### config.mk
export PLATFORM = sky130hd
export DESIGN_NAME = gps_axi_lite_slave
export DESIGN_NICKNAME = d
export VERILOG_FILES = /design/src/rtl/gps_axi_lite_slave.sv
export SDC_FILE = /design/constraint.sdc
export NUM_CORES = 1
export LEC_CHECK = 0
export ABC_AREA = 1
export ABC_CLOCK_PERIOD_IN_PS = 2150
export BUFFER_PORTS_ARGS = -buffer_cell sky130_fd_sc_hd__buf_2
export CORE_MARGIN = 10
export CORE_UTILIZATION = 56
export DETAILED_ROUTE_END_ITERATION = 16
export GPL_TIMING_DRIVEN = 0
export PLACE_DENSITY_LB_ADDON = 0.05
export SLEW_MARGIN = 25
export SYNTH_ARGS = -nofsm -noshare
export SYNTH_HDL_FRONTEND = slang
export SYNTH_SLANG_ARGS = --single-unit
### constraint.sdc
create_clock -name ACLK -period 2.15 [get_ports ACLK]
set_input_delay 0.1075 -clock ACLK [delete_from_list [all_inputs] [get_ports ACLK]]
set_output_delay 0.1075 -clock ACLK [all_outputs]
set_load 0.05 [all_outputs]
### src/rtl/gps_axi_lite_slave.sv
// AXI4-Lite slave exposing four 32-bit control/status registers to the GPS core.
// Independent write (AW/W/B) and read (AR/R) FSMs; every output is registered.
module gps_axi_lite_slave #(
  parameter int C_S_AXI_DATA_WIDTH = 32,
  parameter int C_S_AXI_ADDR_WIDTH = 4
) (
  input  logic                              ACLK,
  input  logic                              ARESETN,
  input  logic [C_S_AXI_ADDR_WIDTH-1:0]     AWADDR,
  input  logic [2:0]                        AWPROT,
  input  logic                              AWVALID,
  output logic                              AWREADY,
  input  logic [C_S_AXI_DATA_WIDTH-1:0]     WDATA,
  input  logic [C_S_AXI_DATA_WIDTH/8-1:0]   WSTRB,
  input  logic                              WVALID,
  output logic                              WREADY,
  output logic [1:0]                        BRESP,
  output logic                              BVALID,
  input  logic                              BREADY,
  input  logic [C_S_AXI_ADDR_WIDTH-1:0]     ARADDR,
  input  logic [2:0]                        ARPROT,
  input  logic                              ARVALID,
  output logic                              ARREADY,
  output logic [C_S_AXI_DATA_WIDTH-1:0]     RDATA,
  output logic [1:0]                        RRESP,
  output logic                              RVALID,
  input  logic                              RREADY,
  output logic [4*C_S_AXI_DATA_WIDTH-1:0]   reg_out,
  output logic [3:0]                        wr_pulse
);
  localparam int DW = C_S_AXI_DATA_WIDTH;

  typedef enum logic {W_IDLE, W_RESP} w_state_t;
  typedef enum logic {R_IDLE, R_DATA} r_state_t;

  w_state_t            w_state;
  r_state_t            r_state;
  logic [3:0][DW-1:0]  regs;
  logic                aw_held, w_held;
  logic [1:0]          aw_sel;
  logic [DW-1:0]       wdata_q;
  logic [DW/8-1:0]     wstrb_q;

  // protection bits and byte-offset address bits carry no meaning here
  logic unused;
  assign unused = ^{AWPROT, ARPROT, AWADDR, ARADDR};

  assign BRESP   = 2'b00;
  assign RRESP   = 2'b00;
  assign reg_out = regs;

  always_ff @(posedge ACLK or negedge ARESETN) begin
    if (!ARESETN) begin
      w_state  <= W_IDLE;
      regs     <= '0;
      aw_held  <= 1'b0;
      w_held   <= 1'b0;
      aw_sel   <= '0;
      wdata_q  <= '0;
      wstrb_q  <= '0;
      AWREADY  <= 1'b0;
      WREADY   <= 1'b0;
      BVALID   <= 1'b0;
      wr_pulse <= '0;
    end else begin
      wr_pulse <= '0;
      case (w_state)
        W_IDLE: begin
          if (aw_held && w_held) begin
            for (int i = 0; i < DW/8; i++)
              if (wstrb_q[i]) regs[aw_sel][8*i +: 8] <= wdata_q[8*i +: 8];
            wr_pulse[aw_sel] <= 1'b1;
            BVALID  <= 1'b1;
            AWREADY <= 1'b0;
            WREADY  <= 1'b0;
            w_state <= W_RESP;
          end else begin
            if (AWVALID && AWREADY) begin
              aw_held <= 1'b1;
              aw_sel  <= AWADDR[3:2];
            end
            if (WVALID && WREADY) begin
              w_held  <= 1'b1;
              wdata_q <= WDATA;
              wstrb_q <= WSTRB;
            end
            // ready drops the cycle after its channel is captured
            AWREADY <= !(aw_held || (AWVALID && AWREADY));
            WREADY  <= !(w_held  || (WVALID  && WREADY));
          end
        end
        W_RESP: begin
          if (BREADY) begin
            BVALID  <= 1'b0;
            aw_held <= 1'b0;
            w_held  <= 1'b0;
            AWREADY <= 1'b1;
            WREADY  <= 1'b1;
            w_state <= W_IDLE;
          end
        end
      endcase
    end
  end

  // reads sample regs before this edge's commit, so a colliding read sees old data
  always_ff @(posedge ACLK or negedge ARESETN) begin
    if (!ARESETN) begin
      r_state <= R_IDLE;
      ARREADY <= 1'b0;
      RVALID  <= 1'b0;
      RDATA   <= '0;
    end else begin
      case (r_state)
        R_IDLE: begin
          if (ARVALID && ARREADY) begin
            RDATA   <= regs[ARADDR[3:2]];
            RVALID  <= 1'b1;
            ARREADY <= 1'b0;
            r_state <= R_DATA;
          end else begin
            ARREADY <= 1'b1;
          end
        end
        R_DATA: begin
          if (RREADY) begin
            RVALID  <= 1'b0;
            ARREADY <= 1'b1;
            r_state <= R_IDLE;
          end
        end
      endcase
    end
  end
endmodule

==> flow_summary.yaml <==
outcome:
  status: "finished clean"
floorplanning:
  die-area_um2: 23000
  core_area_um2: 17100
  rows: 48
  die_width_um: 152
  initial_core_util_pct: 56.6
  io_pins: 230
  die-height_um: 152
sta:
  layout_setup_ws_ns: 0.348
  finalMaxSlewViolations: 0
  fin_worst_skew_ns: 0.00817
  rsz0062_at_grt: "no"
  fin_crit_sh_pct: 83.8
  finalSetupTns_ns: 0
  relSlewSlack_pct: 55.8
  max_slew.worst_pin.slew_ns: 0.663
  hold_viol_final: 0
  fin_crit_ns: 1.80
  setup_violations: 0
  max_freq_ghz: 0.555
global_routing:
  use_met2_pct: 43.6
  antenna_found_initial: 1
  met1_usage_pct: 31.3
  grt_max_degree: 91
  top_usage_layer: "met2"
  use_met3_pct: 6.21
  overflow: 0
  gr-usage-all-layers_pct: 25.3
  grt_pass1_wl_mm: 46.0
  first_global_vias: 8816
layout:
  final_area_um2: 12300
  drive_gt1_share_pct: 18.9
  synthToLayoutAreaGrowth_pct: 26.8
  nets: 1603
  antenna_cells: 0
clocking:
  cts_setup_buffers: 0
  cts_buffers: 22
  clk_pin_slew_ns: 0.06
  cts_repair_resize_count: 0
  hold_buffers: 42
  ctsHtreeMaxLevel: 1
  clock_sinks: 211
  cts_tree: "yes"
  cts-root-buf: "clkbuf_16"
  clock_path_buffers: 3
  clkLatencyLatePin_ns: 0.50
synthesis:
  yosysWarnings: 0
  synth_area_per_cell_um2: 7.69
  synthFlopType: "dfrtp_1"
  synth-edff-count: 0
  seq_area_frac_synth_pct: 54.5
  ys_ff_latch: 211
  synth_area_um2: 9690
  synth_cell_types: 23
  ys_async_sr_fraction_pct: 100
  netlist_instances: 1261
power:
  swShare_pct: 49.9
  ir_drop_mv: 0.966
  p_int_mw: 9.79
  power_frac_seq_pct: 34.3
  clkPwrFrac_pct: 19.8
  power_density_nw_per_um2: 1590
  p_comb_share_pct: 45.9
  power.total_mw: 19.6
  p_switching_mw: 9.77
  total_leakage_power_nw: 7.20
routing:
  vias_per_cell: 5.01
  wl_mm: 29.6
  detailedRoute.firstIterationViolations: 639
  ant_nets: 0
  drc_errors: 0
  routedWlPerCell_um: 16.6
  vias: 8948
  drt-pass1-iter-count: 5
setup_path:
  end_kind: "flop"
  crit_end: "reg_out[4]"
  rr_startpoint: "w_state"
  cp.required_ns: 2.54
  worstPathMaxFanout: 10
  critPathArrivalTime_ns: 2.19
  r2r.worst_path.cells: 6
  startpoint_type: "flop"
  reg2reg_slack_ns: 0.35
  worstReg2RegEnd: "reg_out[4]"
  cp_slowest_cell: "dfrtp_1"
  crit_cells: 6
  path_delay_family: "simple AND/OR/NAND/NOR gates"
  startpoint: "w_state"
  cp_slowest_stage_delay_ns: 0.40
  path_cells: "inv_2, nand3_4, nor2_4, nand2_1, nand2_1, nand2_1"
  crit_buf_inv: 1
  cp_common_cell: "nand2_1"
  crit_type: "flop to flop"
placed_design:
  portBuffers: 214
  routabilityCongestion: 0.883
  place_ws_ns: 0.379
  placed_area_um2: 11100
  dpl.hpwl_mm: 21.0
flow_run:
  cap_violations: 0
hold_path:
  hold_path_class: "input port to flop"
-- state kept, by name, summed over array words and instances (netlist names), 2 cells and up --
name      cells
wdata_q      32
wr_pulse      4
reg_out     128
aw_sel        2
wstrb_q       4
RDATA        32
-- layout by cell type (no fill, tap or decap), types with 2 or more instances in the layout --
master         Yosys  routed
buf_2             15     228
buf_4              8       8
o21ai_0           72      72
nand2_4            3       3
nor2_1             5       5
inv_2              2       2
conb_1             1       4
clkbuf_16          0      23
o21ai_1            3       3
nand2_1          544     544
buf_6              5       5
dlygate4sd3_1      0      42
nor2_4             4       4
clkbuf_8           0       8
inv_1            185     185
or2_2              2       2
nand3_1          162     162
buf_16             0       2
dfrtp_1          211     211
clkbuf_1          32      36
clkinv_2           0       4
-- synthesized netlist by cell type, types with 2 or more instances --
cell type	instances	area (µm²)
buf_2	15	75.1
buf_4	8	60.1
buf_6	5	56.3
clkbuf_1	32	120
dfrtp_1	211	5280
inv_1	185	694
inv_2	2	7.51
nand2_1	544	2040
nand2_4	3	33.8
nand3_1	162	811
nor2_1	5	18.8
nor2_4	4	45.0
o21ai_0	72	360
o21ai_1	3	15.0
or2_2	2	12.5
-- worst min-delay path, delay by kind of cell --
family / cells / cell delay [ns]
and+or+nand+nor: 1 / 0.05
AOI/OAI and AO/OA: 2 / 0.15
buffers and inverters: 3 / 0.20
-- layer usage --
metal  vias up  part of all wire, %
met5         -                    0
met4         0                  2.1
met3        47                  9.0
met2       305                   49
met1      4190                   40
li1       4406                    -
-- cell type report --
| type | count | area, µm² |
|---|---|---|
| Inverter | 188 | 711 |
| Clock inverter | 5 | 50.0 |
| Buffer | 61 | 315 |
| Tap cell | 225 | 282 |
| Timing Repair Buffer | 258 | 1560 |
| Fill cell | 1412 | 4820 |
| Sequential cell | 211 | 5280 |
| Clock buffer | 35 | 701 |
| Multi-Input combinational cell | 804 | 3400 |
-- worst min path at each step --
stage,start,to,slack [ns],cells after the start
finish,WVALID,WREADY,0.04,6
detailed placement,ARESETN,RDATA[10],-0.006,1
CTS,WVALID,WREADY,0.01,6
global route,ARESETN,reg_out[104],0.09,2
floorplan,ARESETN,ARREADY,-0.19,0
global placement,RREADY,RVALID,0.30,2
-- through the flow --
| stage | cells | util (%) | hold WS [ns] |
|---|---|---|---|
| 6_report | 1787 | 71.8 | 0.0365 |
| 5_1_grt | 1787 | 71.8 | 0.0923 |
| 4_1_cts | 1787 | 71.8 | 0.0143 |
| 3_5_place_dp | 1705 | 65.0 | -0.00578 |
| 3_3_place_gp | 1703 | 64.6 | 0.298 |
| 2_1_floorplan | 1264 | - | -0.188 |
-- power by group through the flow --
| stage | Clock (mW) | Combinational, mW | Sequential [mW] |
|---|---|---|---|
| final | 3.87 | 8.97 | 6.71 |
| after global routing | 4.07 | 9.71 | 6.90 |
| after CTS | 3.91 | 9.03 | 6.67 |
| after detailed placement | 0 | 8.93 | 6.72 |
| after global placement | 0 | 8.78 | 6.69 |
| after floorplan | 0 | 2.76 | 10.3 |
-- cell families after synthesis --
logic type / count (synthesis) / synth area share [%]
other: 1 / 0.0387
buffers and inverters: 249 / 10.6
AOI/OAI and AO/OA: 77 / 4.00
and+or+nand+nor: 723 / 30.9
DFF: 211 / 54.5
Note: power is estimated with default switching activity, not from simulation.
